File: src/rtl/usb_rx_bit_recovery_pkg.sv
// Shared types and constants for the USB full-speed receive front end.
// Line states are encoded as {dp, dm}.
package usb_rx_pkg;

   typedef enum logic [1:0] {
      IDLE,
      ACTIVE,
      EOP
   } rx_state_t;

   typedef logic [1:0] line_t;

   localparam line_t LINE_J   = 2'b10;
   localparam line_t LINE_K   = 2'b01;
   localparam line_t LINE_SE0 = 2'b00;

   localparam int unsigned DEF_CLKS_PER_BIT = 8;
   localparam int unsigned DEF_SAMPLE_PHASE = 3;
   localparam int unsigned DEF_STUFF_LEN    = 6;
   localparam int unsigned DEF_NUM_BITS     = 8;

   // NRZI: no transition decodes as 1, a transition decodes as 0.
   function automatic logic nrzi_bit(input line_t cur, input line_t prev);
      return cur == prev;
   endfunction

endpackage

File: src/rtl/usb_rx_bit_recovery_if.sv
// Line inputs and shift-register/controller outputs of the bit recovery block.
// The master modport is the recovery block itself; slave is its environment.
interface usb_rx_bit_recovery_if;

   logic d_plus_sync;
   logic d_minus_sync;
   logic serial_in;
   logic shift_enable;
   logic byte_valid;
   logic eop;
   logic stuff_error;
   logic rx_active;

   modport master (
      input  d_plus_sync,
      input  d_minus_sync,
      output serial_in,
      output shift_enable,
      output byte_valid,
      output eop,
      output stuff_error,
      output rx_active
   );

   modport slave (
      output d_plus_sync,
      output d_minus_sync,
      input  serial_in,
      input  shift_enable,
      input  byte_valid,
      input  eop,
      input  stuff_error,
      input  rx_active
   );

endinterface

File: src/rtl/usb_rx_bit_recovery_bit_timer.sv
// Free-running bit-time counter that resyncs to zero on every D+ edge and
// emits the mid-bit sample strobe while the receiver is enabled.
module usb_bit_timer
   import usb_rx_pkg::*;
#(
   parameter int unsigned CLKS_PER_BIT = DEF_CLKS_PER_BIT,
   parameter int unsigned SAMPLE_PHASE = DEF_SAMPLE_PHASE
) (
   input  logic clk,
   input  logic rst,
   input  logic resync,
   input  logic enable,
   output logic sample
);

   localparam int unsigned TimerW = (CLKS_PER_BIT > 1) ? $clog2(CLKS_PER_BIT) : 1;

   logic [TimerW-1:0] timer_q;
   logic [TimerW-1:0] timer_d;

   always_comb begin
      timer_d = timer_q + 1'b1;
      if (timer_q == TimerW'(CLKS_PER_BIT - 1)) begin
         timer_d = '0;
      end
      // Resync wins over wrap so the sample point tracks the last observed edge.
      if (resync) begin
         timer_d = '0;
      end
   end

   always_ff @(posedge clk) begin
      if (rst) begin
         timer_q <= '0;
      end else begin
         timer_q <= timer_d;
      end
   end

   assign sample = enable && (timer_q == TimerW'(SAMPLE_PHASE));

endmodule

File: src/rtl/usb_rx_bit_recovery.sv
// USB full-speed receive front end: bit timing recovery, NRZI decode and
// bit unstuffing feeding an LSB-first serial-to-parallel shift register.
module usb_rx_bit_recovery
   import usb_rx_pkg::*;
#(
   parameter int unsigned CLKS_PER_BIT = DEF_CLKS_PER_BIT,
   parameter int unsigned SAMPLE_PHASE = DEF_SAMPLE_PHASE,
   parameter int unsigned STUFF_LEN    = DEF_STUFF_LEN,
   parameter int unsigned NUM_BITS     = DEF_NUM_BITS
) (
   input  logic                  clk,
   input  logic                  rst,
   usb_rx_bit_recovery_if.master bus
);

   localparam int unsigned OnesW = $clog2(STUFF_LEN + 1);
   localparam int unsigned BitW  = (NUM_BITS > 1) ? $clog2(NUM_BITS) : 1;

   // Input pipeline flops simply track the (already synchronized) line, even in
   // reset, so leaving reset never fabricates an edge.
   logic dp_q;
   logic dm_q;

   always_ff @(posedge clk) begin
      dp_q <= bus.d_plus_sync;
      dm_q <= bus.d_minus_sync;
   end

   line_t line;
   logic  edge_det;
   logic  sample;
   logic  timer_en;
   logic  dec_bit;

   rx_state_t         state_q;
   line_t             prev_line_q;
   logic [OnesW-1:0]  ones_q;
   logic [BitW-1:0]   bitcnt_q;
   logic              byte_arm_q;
   logic              serial_in_q;
   logic              shift_enable_q;
   logic              byte_valid_q;
   logic              eop_q;
   logic              stuff_error_q;
   logic              rx_active_q;

   assign line     = {dp_q, dm_q};
   assign edge_det = bus.d_plus_sync ^ dp_q;
   assign timer_en = (state_q == ACTIVE) || (state_q == EOP);
   assign dec_bit  = nrzi_bit(line, prev_line_q);

   usb_bit_timer #(
      .CLKS_PER_BIT (CLKS_PER_BIT),
      .SAMPLE_PHASE (SAMPLE_PHASE)
   ) u_bit_timer (
      .clk    (clk),
      .rst    (rst),
      .resync (edge_det),
      .enable (timer_en),
      .sample (sample)
   );

   always_ff @(posedge clk) begin
      if (rst) begin
         state_q        <= IDLE;
         prev_line_q    <= LINE_J;
         ones_q         <= '0;
         bitcnt_q       <= '0;
         byte_arm_q     <= 1'b0;
         serial_in_q    <= 1'b1;
         shift_enable_q <= 1'b0;
         byte_valid_q   <= 1'b0;
         eop_q          <= 1'b0;
         stuff_error_q  <= 1'b0;
         rx_active_q    <= 1'b0;
      end else begin
         shift_enable_q <= 1'b0;
         eop_q          <= 1'b0;
         stuff_error_q  <= 1'b0;
         // byte_valid trails the final shift_enable so the register is settled.
         byte_valid_q   <= byte_arm_q;
         byte_arm_q     <= 1'b0;

         unique case (state_q)
            IDLE: begin
               if (edge_det && dp_q && !bus.d_plus_sync) begin
                  state_q     <= ACTIVE;
                  rx_active_q <= 1'b1;
                  prev_line_q <= LINE_J;
                  ones_q      <= '0;
                  bitcnt_q    <= '0;
               end
            end

            ACTIVE: begin
               if (sample) begin
                  if (line == LINE_SE0) begin
                     state_q  <= EOP;
                     bitcnt_q <= '0;
                  end else begin
                     prev_line_q <= line;
                     if (ones_q == OnesW'(STUFF_LEN)) begin
                        ones_q <= '0;
                        if (dec_bit) begin
                           stuff_error_q <= 1'b1;
                           rx_active_q   <= 1'b0;
                           state_q       <= IDLE;
                        end
                     end else begin
                        serial_in_q    <= dec_bit;
                        shift_enable_q <= 1'b1;
                        ones_q         <= dec_bit ? ones_q + 1'b1 : '0;
                        if (bitcnt_q == BitW'(NUM_BITS - 1)) begin
                           bitcnt_q   <= '0;
                           byte_arm_q <= 1'b1;
                        end else begin
                           bitcnt_q <= bitcnt_q + 1'b1;
                        end
                     end
                  end
               end
            end

            EOP: begin
               if (sample) begin
                  if (line == LINE_J) begin
                     eop_q       <= 1'b1;
                     rx_active_q <= 1'b0;
                     prev_line_q <= LINE_J;
                     state_q     <= IDLE;
                  end else if (line != LINE_SE0) begin
                     stuff_error_q <= 1'b1;
                     rx_active_q   <= 1'b0;
                     state_q       <= IDLE;
                  end
               end
            end

            default: begin
               state_q <= IDLE;
            end
         endcase
      end
   end

   assign bus.serial_in    = serial_in_q;
   assign bus.shift_enable = shift_enable_q;
   assign bus.byte_valid   = byte_valid_q;
   assign bus.eop          = eop_q;
   assign bus.stuff_error  = stuff_error_q;
   assign bus.rx_active    = rx_active_q;

endmodule

File: src/flat_wrapper.sv
// flat-port wrapper written by rule: the top's interface ports become plain ports
module usb_rx_bit_recovery_flat import usb_rx_pkg::*;
#(
   parameter int unsigned CLKS_PER_BIT = DEF_CLKS_PER_BIT,
   parameter int unsigned SAMPLE_PHASE = DEF_SAMPLE_PHASE,
   parameter int unsigned STUFF_LEN    = DEF_STUFF_LEN,
   parameter int unsigned NUM_BITS     = DEF_NUM_BITS
)
  (clk, rst, bus_d_plus_sync, bus_d_minus_sync, bus_serial_in, bus_shift_enable, bus_byte_valid, bus_eop, bus_stuff_error, bus_rx_active);
  usb_rx_bit_recovery_if bus_i ();
  input  logic clk;
  input  logic rst;
  input wire logic [$bits(bus_i.d_plus_sync)-1:0] bus_d_plus_sync;
  input wire logic [$bits(bus_i.d_minus_sync)-1:0] bus_d_minus_sync;
  output wire logic [$bits(bus_i.serial_in)-1:0] bus_serial_in;
  output wire logic [$bits(bus_i.shift_enable)-1:0] bus_shift_enable;
  output wire logic [$bits(bus_i.byte_valid)-1:0] bus_byte_valid;
  output wire logic [$bits(bus_i.eop)-1:0] bus_eop;
  output wire logic [$bits(bus_i.stuff_error)-1:0] bus_stuff_error;
  output wire logic [$bits(bus_i.rx_active)-1:0] bus_rx_active;
  assign bus_i.d_plus_sync = bus_d_plus_sync;
  assign bus_i.d_minus_sync = bus_d_minus_sync;
  assign bus_serial_in = bus_i.serial_in;
  assign bus_shift_enable = bus_i.shift_enable;
  assign bus_byte_valid = bus_i.byte_valid;
  assign bus_eop = bus_i.eop;
  assign bus_stuff_error = bus_i.stuff_error;
  assign bus_rx_active = bus_i.rx_active;
  usb_rx_bit_recovery #(.CLKS_PER_BIT(CLKS_PER_BIT), .SAMPLE_PHASE(SAMPLE_PHASE), .STUFF_LEN(STUFF_LEN), .NUM_BITS(NUM_BITS)) u_core (.clk(clk), .rst(rst), .bus(bus_i));
endmodule
File: config.mk
export PLATFORM = sky130hd
export DESIGN_NAME = usb_rx_bit_recovery_flat
export DESIGN_NICKNAME = d
export VERILOG_FILES = /design/src/rtl/usb_rx_bit_recovery_pkg.sv /design/src/rtl/usb_rx_bit_recovery_if.sv /design/src/rtl/usb_rx_bit_recovery_bit_timer.sv /design/src/rtl/usb_rx_bit_recovery.sv /design/src/flat_wrapper.sv
export SDC_FILE = /design/constraint.sdc
export NUM_CORES = 1
export LEC_CHECK = 0
export CAP_MARGIN = 20
export CORE_AREA = 2 2 49 51
export DETAILED_ROUTE_END_ITERATION = 12
export DIE_AREA = 0 0 51 53
export HOLD_SLACK_MARGIN = 0.12
export PLACE_DENSITY = 0.73
export SETUP_SLACK_MARGIN = 0.15
export SLEW_MARGIN = 0
export SYNTH_ARGS = -nofsm -noshare
export SYNTH_HDL_FRONTEND = slang
export SYNTH_SLANG_ARGS = --single-unit
File: constraint.sdc
create_clock -name clk -period 4.9 [get_ports clk]
set_input_delay 0.49 -clock clk [delete_from_list [all_inputs] [get_ports clk]]
set_output_delay 0.49 -clock clk [all_outputs]
set_load 0.05 [all_outputs]
Word level (Yosys, flattened, before mapping) --
Index checks and enable logic that the tools add are counted.
Storage, ports and cells: flip-flop bits (word level) 22, latch bits 0, RAM bits 0, bits in read-only memories 0, input bits 4, output and inout port bits 6, word-level logic and storage cells 108, memories kept 0
Operators by class: add/subtract/negate cells 3, multipliers 0, divide/modulo/power cells 0, magnitude comparators 0, eq/ne operators 19, shift operators 0, mux-type cells 46, bitwise gates (word level) 6, reduce and logical (&&, ||, !) cells 20
Operator list (count):
- $mux W3 | 9
- $mux W2 | 13
- $mux W1 | 18
- $pmux W2 S3 | 2
- $pmux W3 S2 | 2
- $reduce_and A4 Y1 | 3
- $reduce_and A6 Y1 | 2
- $add A3 B1 Y3 const B | 3
- $eq A3 B3 Y1 const B | 3
- $ne A3 B3 Y1 const B | 3
- $ne A2 B1 Y1 const B | 4
- $reduce_and A8 Y1 | 1
- $ne A2 B2 Y1 const B | 3
- $reduce_or A3 Y1 | 2
- $not A1 Y1 | 5
- $reduce_or A5 Y1 | 1
- $eq A2 B2 Y1 const B | 2
- $logic_not A2 Y1 | 2
- $reduce_bool A2 Y1 | 2
- $reduce_or A4 Y1 | 1
- $eq A3 B2 Y1 const B | 1
- $logic_and A1 B1 Y1 | 3
- $ne A3 B2 Y1 const B | 1
- $pmux W1 S3 | 1
- other kinds (7) | 7

Longest topological paths before layout --
depth in word-level cells 6, mapped depth 7, depth with buffers taken out 6

Hierarchy --
A second synthesis with hierarchy kept.
Second synthesis, totals: cell total of the unflattened synthesis 126, area total of the unflattened synthesis 1182.4 um2
Modules (own cells, without submodules):
- usb_rx_bit_recovery | instances 1, cells each 115, area an instance 1047.3 um2, sequential area each 380.4 um2
- usb_bit_timer | instances 1, cells each 11, area an instance 135.1 um2, sequential area each 60.1 um2

Worst setup path after synthesis --
No wires, ideal clock.
kind reg2reg, start register u_core.state_q[0], end register u_core.bitcnt_q[2], library setup time 128 ps, arrival 1591 ps, setup slack 3182 ps, stages on the path, launching flop included 7, path buffers 0, period minus slack after synthesis 1718 ps, path through dfxtp_1 inv_1 ha_1 nor2b_1 or4_4 a32oi_1 nor2_1
On the way: word-level cells in the longest chain between the ends 5, elaborated cells between the ends (all ways) 11, those cells by class eq/ne: 5; mux: 1; reduce/logical: 5
Ends and longest elaborated chain:
- start: declaration | RTL line usb_rx_bit_recovery.sv:35 | rx_state_t state_q;
- start signal: assignment | RTL line usb_rx_bit_recovery.sv:65 | state_q <= IDLE;
- start signal: assignment | RTL line usb_rx_bit_recovery.sv:87 | state_q <= ACTIVE;
- start signal: assignment | RTL line usb_rx_bit_recovery.sv:98 | state_q <= EOP;
- $eq A2 B1 Y1 / $eq A2 B2 Y1 (equally long branches) | RTL line usb_rx_bit_recovery.sv:49, usb_rx_bit_recovery.sv:84
- $logic_or A1 B1 Y1 | RTL line usb_rx_bit_recovery.sv:49 | assign timer_en = (state_q == ACTIVE) || (state_q == EOP);
- $logic_and A1 B1 Y1 | RTL line usb_rx_bit_recovery_bit_timer.sv:40 | assign sample = enable && (timer_q == TimerW'(SAMPLE_PHASE));
- $ne A2 B1 Y1 (no source line)
- $reduce_and A4 Y1 (no source line)
- end signal: assignment | RTL line usb_rx_bit_recovery.sv:117 | bitcnt_q <= bitcnt_q + 1'b1;
- end: declaration | RTL line usb_rx_bit_recovery.sv:38 | logic [BitW-1:0] bitcnt_q;
Several ways; a longest one is shown, not always the timed one. A chain may end at the register's enable or synchronous reset.

Final worst setup path --
start register u_core.state_q[1], end register u_core.serial_in_q (netlist: u_core.bus.serial_in)
On the way: word-level cells in the longest chain between the ends 4, elaborated cells between the ends (all ways) 5, those cells by class eq/ne: 2; reduce/logical: 3
Ends and longest elaborated chain:
- $eq A2 B1 Y1 / $eq A2 B2 Y1 (equally long branches) | RTL line usb_rx_bit_recovery.sv:49, usb_rx_bit_recovery.sv:84
- $logic_or A1 B1 Y1 | RTL line usb_rx_bit_recovery.sv:49
- $logic_and A1 B1 Y1 | RTL line usb_rx_bit_recovery_bit_timer.sv:40
- $reduce_and A4 Y1 (no source line) (*)
- end signal: assignment | RTL line usb_rx_bit_recovery.sv:110 | serial_in_q <= dec_bit;
- end: declaration | RTL line usb_rx_bit_recovery.sv:40 | logic serial_in_q;
Every way passes the cells marked *; elsewhere a longest branch is shown, timed or not.

==> results.json <==
{
  "ir_drop_v": 0.000231,
  "seqPwrFrac": 0.475,
  "clockBufferDepth": 2,
  "dr.pass1.iters": 4,
  "yosys_warnings": 0,
  "dr_total_vias": 933,
  "core_um2": 2150,
  "remaining_drc_errors": 0,
  "crit_arrival_ns": 2.34,
  "synth_xor_area_frac": 0.0155,
  "drtIter0Drc": 21,
  "critPathLaunchType": "flop",
  "setup_ws_ns": 2.77,
  "pwr-share-clk": 0.190,
  "status": "completed",
  "total_power_w": 0.000427,
  "die_area_um2": 2700,
  "cpPeakStageDelay_ns": 0.62,
  "synth_area_leaders": "dfxtp_1 39%, ha_1 14%, a21oi_1 4.0%, nand2_1 3.0%, nor2_1 3.0%",
  "die_y_um": 53,
  "synthAdderAreaFrac": 0.143,
  "synth-simple-area-share": 0.204,
  "powerDensity_nw_per_um2": 339,
  "path_clk_slew_ns": 0.11,
  "grt_pass1_vias": 916,
  "synth_largest_area_cell": "dfxtp_1",
  "synth_compound_gate_area_share": 0.199,
  "fin_area_um2": 1260,
  "syn_avg_cell_area_um2": 9.53,
  "setup_viol": 0,
  "grt_overflow": 0,
  "grt_use_total": 0.199,
  "start_util": 0.528,
  "clkSinkCount": 22,
  "syn_area_um2": 1130,
  "endpoint_kind": "flop",
  "rows": 17,
  "ys_async_sr_fraction": 0,
  "cts_hold_buf": 0,
  "cts_buffers": 3,
  "wl_per_cell_um": 13.8,
  "syn_nets": 136,
  "gp_routability_congestion": 0.811,
  "synth_top_area_share": 0.389,
  "synthMuxAreaShare": 0.00883,
  "final_hold_viol_count": 0,
  "seq_area_frac_synth": 0.389,
  "final_cell_mix": "22 x dfxtp_1, 13 x ha_1",
  "fmax_mhz": 470,
  "internal_power_w": 0.000276,
  "p_sw_w": 0.000151,
  "maxCapViolCount": 0,
  "pwr-share-comb": 0.335,
  "crit_buf_inv": 1,
  "pre_cts_slack_ns": 2.70,
  "synth_cell_types": 41,
  "viasPerCell": 5.98,
  "synth_seq_cells": 22,
  "port_buffers": 9,
  "htreeDepth": 1,
  "antenna_found_initial": 0,
  "final_common_cell": "dfxtp_1",
  "die_w_um": 51,
  "synth-main-ff-cell": "dfxtp_1",
  "post_cts_buffers": 0,
  "synth_top_family_by_area": "simple AND/OR/NAND/NOR gates",
  "slew_headroom": 0.537,
  "final_util": 0.587,
  "cp_cell_sequence": "inv_1, ha_1, a21boi_0, nand3_1, o311ai_0",
  "diodes": 0,
  "clk-insertion-delay-late_ns": 0.31,
  "p_leak_nw": 0.508,
  "cts_root_buffer": "clkbuf_4",
  "cp_slowest_cell": "a21boi_0",
  "cts_resized": 0,
  "fin_crit_ns": 2.13,
  "final_nets": 147,
  "critPathKind": "reg -> reg",
  "fill_cells": 198,
  "grt_pass1_wl_mm": 3.93,
  "crit_fanout": 12,
  "pin_count": 10,
  "cp_data_required_time_ns": 5.12,
  "worst-slew-pin-transition_ns": 0.689,
  "grt_max_degree": 17,
  "rsz0062_at_grt": "false",
  "area_growth_pct": 11.3,
  "finalSetupTns_ns": 0,
  "wl_mm": 2.16,
  "synth_cells": 119,
  "place_area_um2": 1240,
  "final.period_utilization": 0.434,
  "dpl.hpwl_mm": 1.66,
  "synth-edff-count": 0,
  "post_route_cells_drive_above_1_share": 0.0781,
  "cts_tree": "built",
  "slew_violations": 0,
  "switching_share": 0.353,
  "fin_skew_ns": 0.00171,
  "ant_nets": 0,
  "min_path_type": "reg -> reg",
  "cp_top_family": "compound AO/OA/AOI/OAI gates"
}
[power by group through the flow]
| stage | sequential, W | combinational [W] | clock, W |
|---|---|---|---|
| 2_1_floorplan | 0.000219 | 0.0000964 | 0 |
| 3_3_place_gp | 0.000206 | 0.000139 | 0 |
| 3_5_place_dp | 0.000207 | 0.000141 | 0 |
| 4_1_cts | 0.000203 | 0.000142 | 0.0000819 |
| 5_1_grt | 0.000206 | 0.000159 | 0.0000910 |
| 6_report | 0.000203 | 0.000143 | 0.0000810 |
[final timing paths]
path	startpoint	end	slack, ns	cells past startpoint
setup / recovery	u_core.state_q[1]$_SDFFE_PP0P_	u_core.bus.serial_in$_SDFFE_PP1P_	2.77	5
hold / removal	u_core.u_bit_timer.timer_q[0]$_SDFF_PP0_	u_core.u_bit_timer.timer_q[0]$_SDFF_PP0_	0.43	1
setup reg to reg	u_core.state_q[1]$_SDFFE_PP0P_	u_core.bus.serial_in$_SDFFE_PP1P_	2.77	5
hold reg to reg	u_core.u_bit_timer.timer_q[0]$_SDFF_PP0_	u_core.u_bit_timer.timer_q[0]$_SDFF_PP0_	0.43	1
[synthesized netlist by cell type (2+ instances only)]
library cell / instances
nand2_1: 9
a32oi_1: 2
ha_1: 13
dfxtp_1: 22
nor2b_1: 4
and3_1: 3
o21ai_0: 2
nor2_1: 9
xor2_1: 2
a21oi_1: 9
o21ai_1: 2
a311oi_1: 3
nor4_1: 2
nand4b_1: 2
nand4_1: 3
inv_1: 7
[state kept, by name (all words and copies together) (netlist names), 2 cells and up]
name	cells
u_core.bitcnt_q	3
u_core.ones_q	3
u_core.prev_line_q	2
u_core.state_q	2
u_core.u_bit_timer.timer_q	3
[worst register-to-register path, cell delays in order, from the launching register on]
cell	delay, ns
dfxtp_1	0.34
inv_1	0.12
ha_1	0.44
a21boi_0	0.62
nand3_1	0.22
o311ai_0	0.29
[cell type report]
| cell class | instances | area, um2 | area share |
|---|---|---|---|
| multi-input combinational | 87 | 647 | 0.513 |
| sequential | 22 | 440 | 0.349 |
| timing repair buffer | 9 | 90.1 | 0.0714 |
| tap | 28 | 35.0 | 0.0278 |
| inverter | 7 | 26.3 | 0.0208 |
| clock buffer | 3 | 22.5 | 0.0179 |
[layer usage]
layer | GRT usage | share of wire | vias up | routed length [um]
met5 | 0 | 0 | - | 0
met4 | 0.108 | 0.023 | 0 | 50
met3 | 0.0254 | 0.044 | 5 | 95
met2 | 0.335 | 0.47 | 24 | 1020
met1 | 0.246 | 0.46 | 446 | 990
li1 | - | - | 458 | -
[through the flow]
step	hold WS (ns)	instances
3_5_place_dp	0.420	153
3_3_place_gp	0.408	153
4_1_cts	0.437	156
6_report	0.432	156
5_1_grt	0.461	156
2_1_floorplan	0.397	119
[cells by family after synthesis]
kind of cell / count (synthesis)
muxes: 1
xor gates and xnor gates: 2
buffers and inverters: 10
adders and majority gates: 13
AOI/OAI and AO/OA: 30
and+or+nand+nor: 41
DFF: 22
Note: power is estimated with default switching activity, not from simulation.
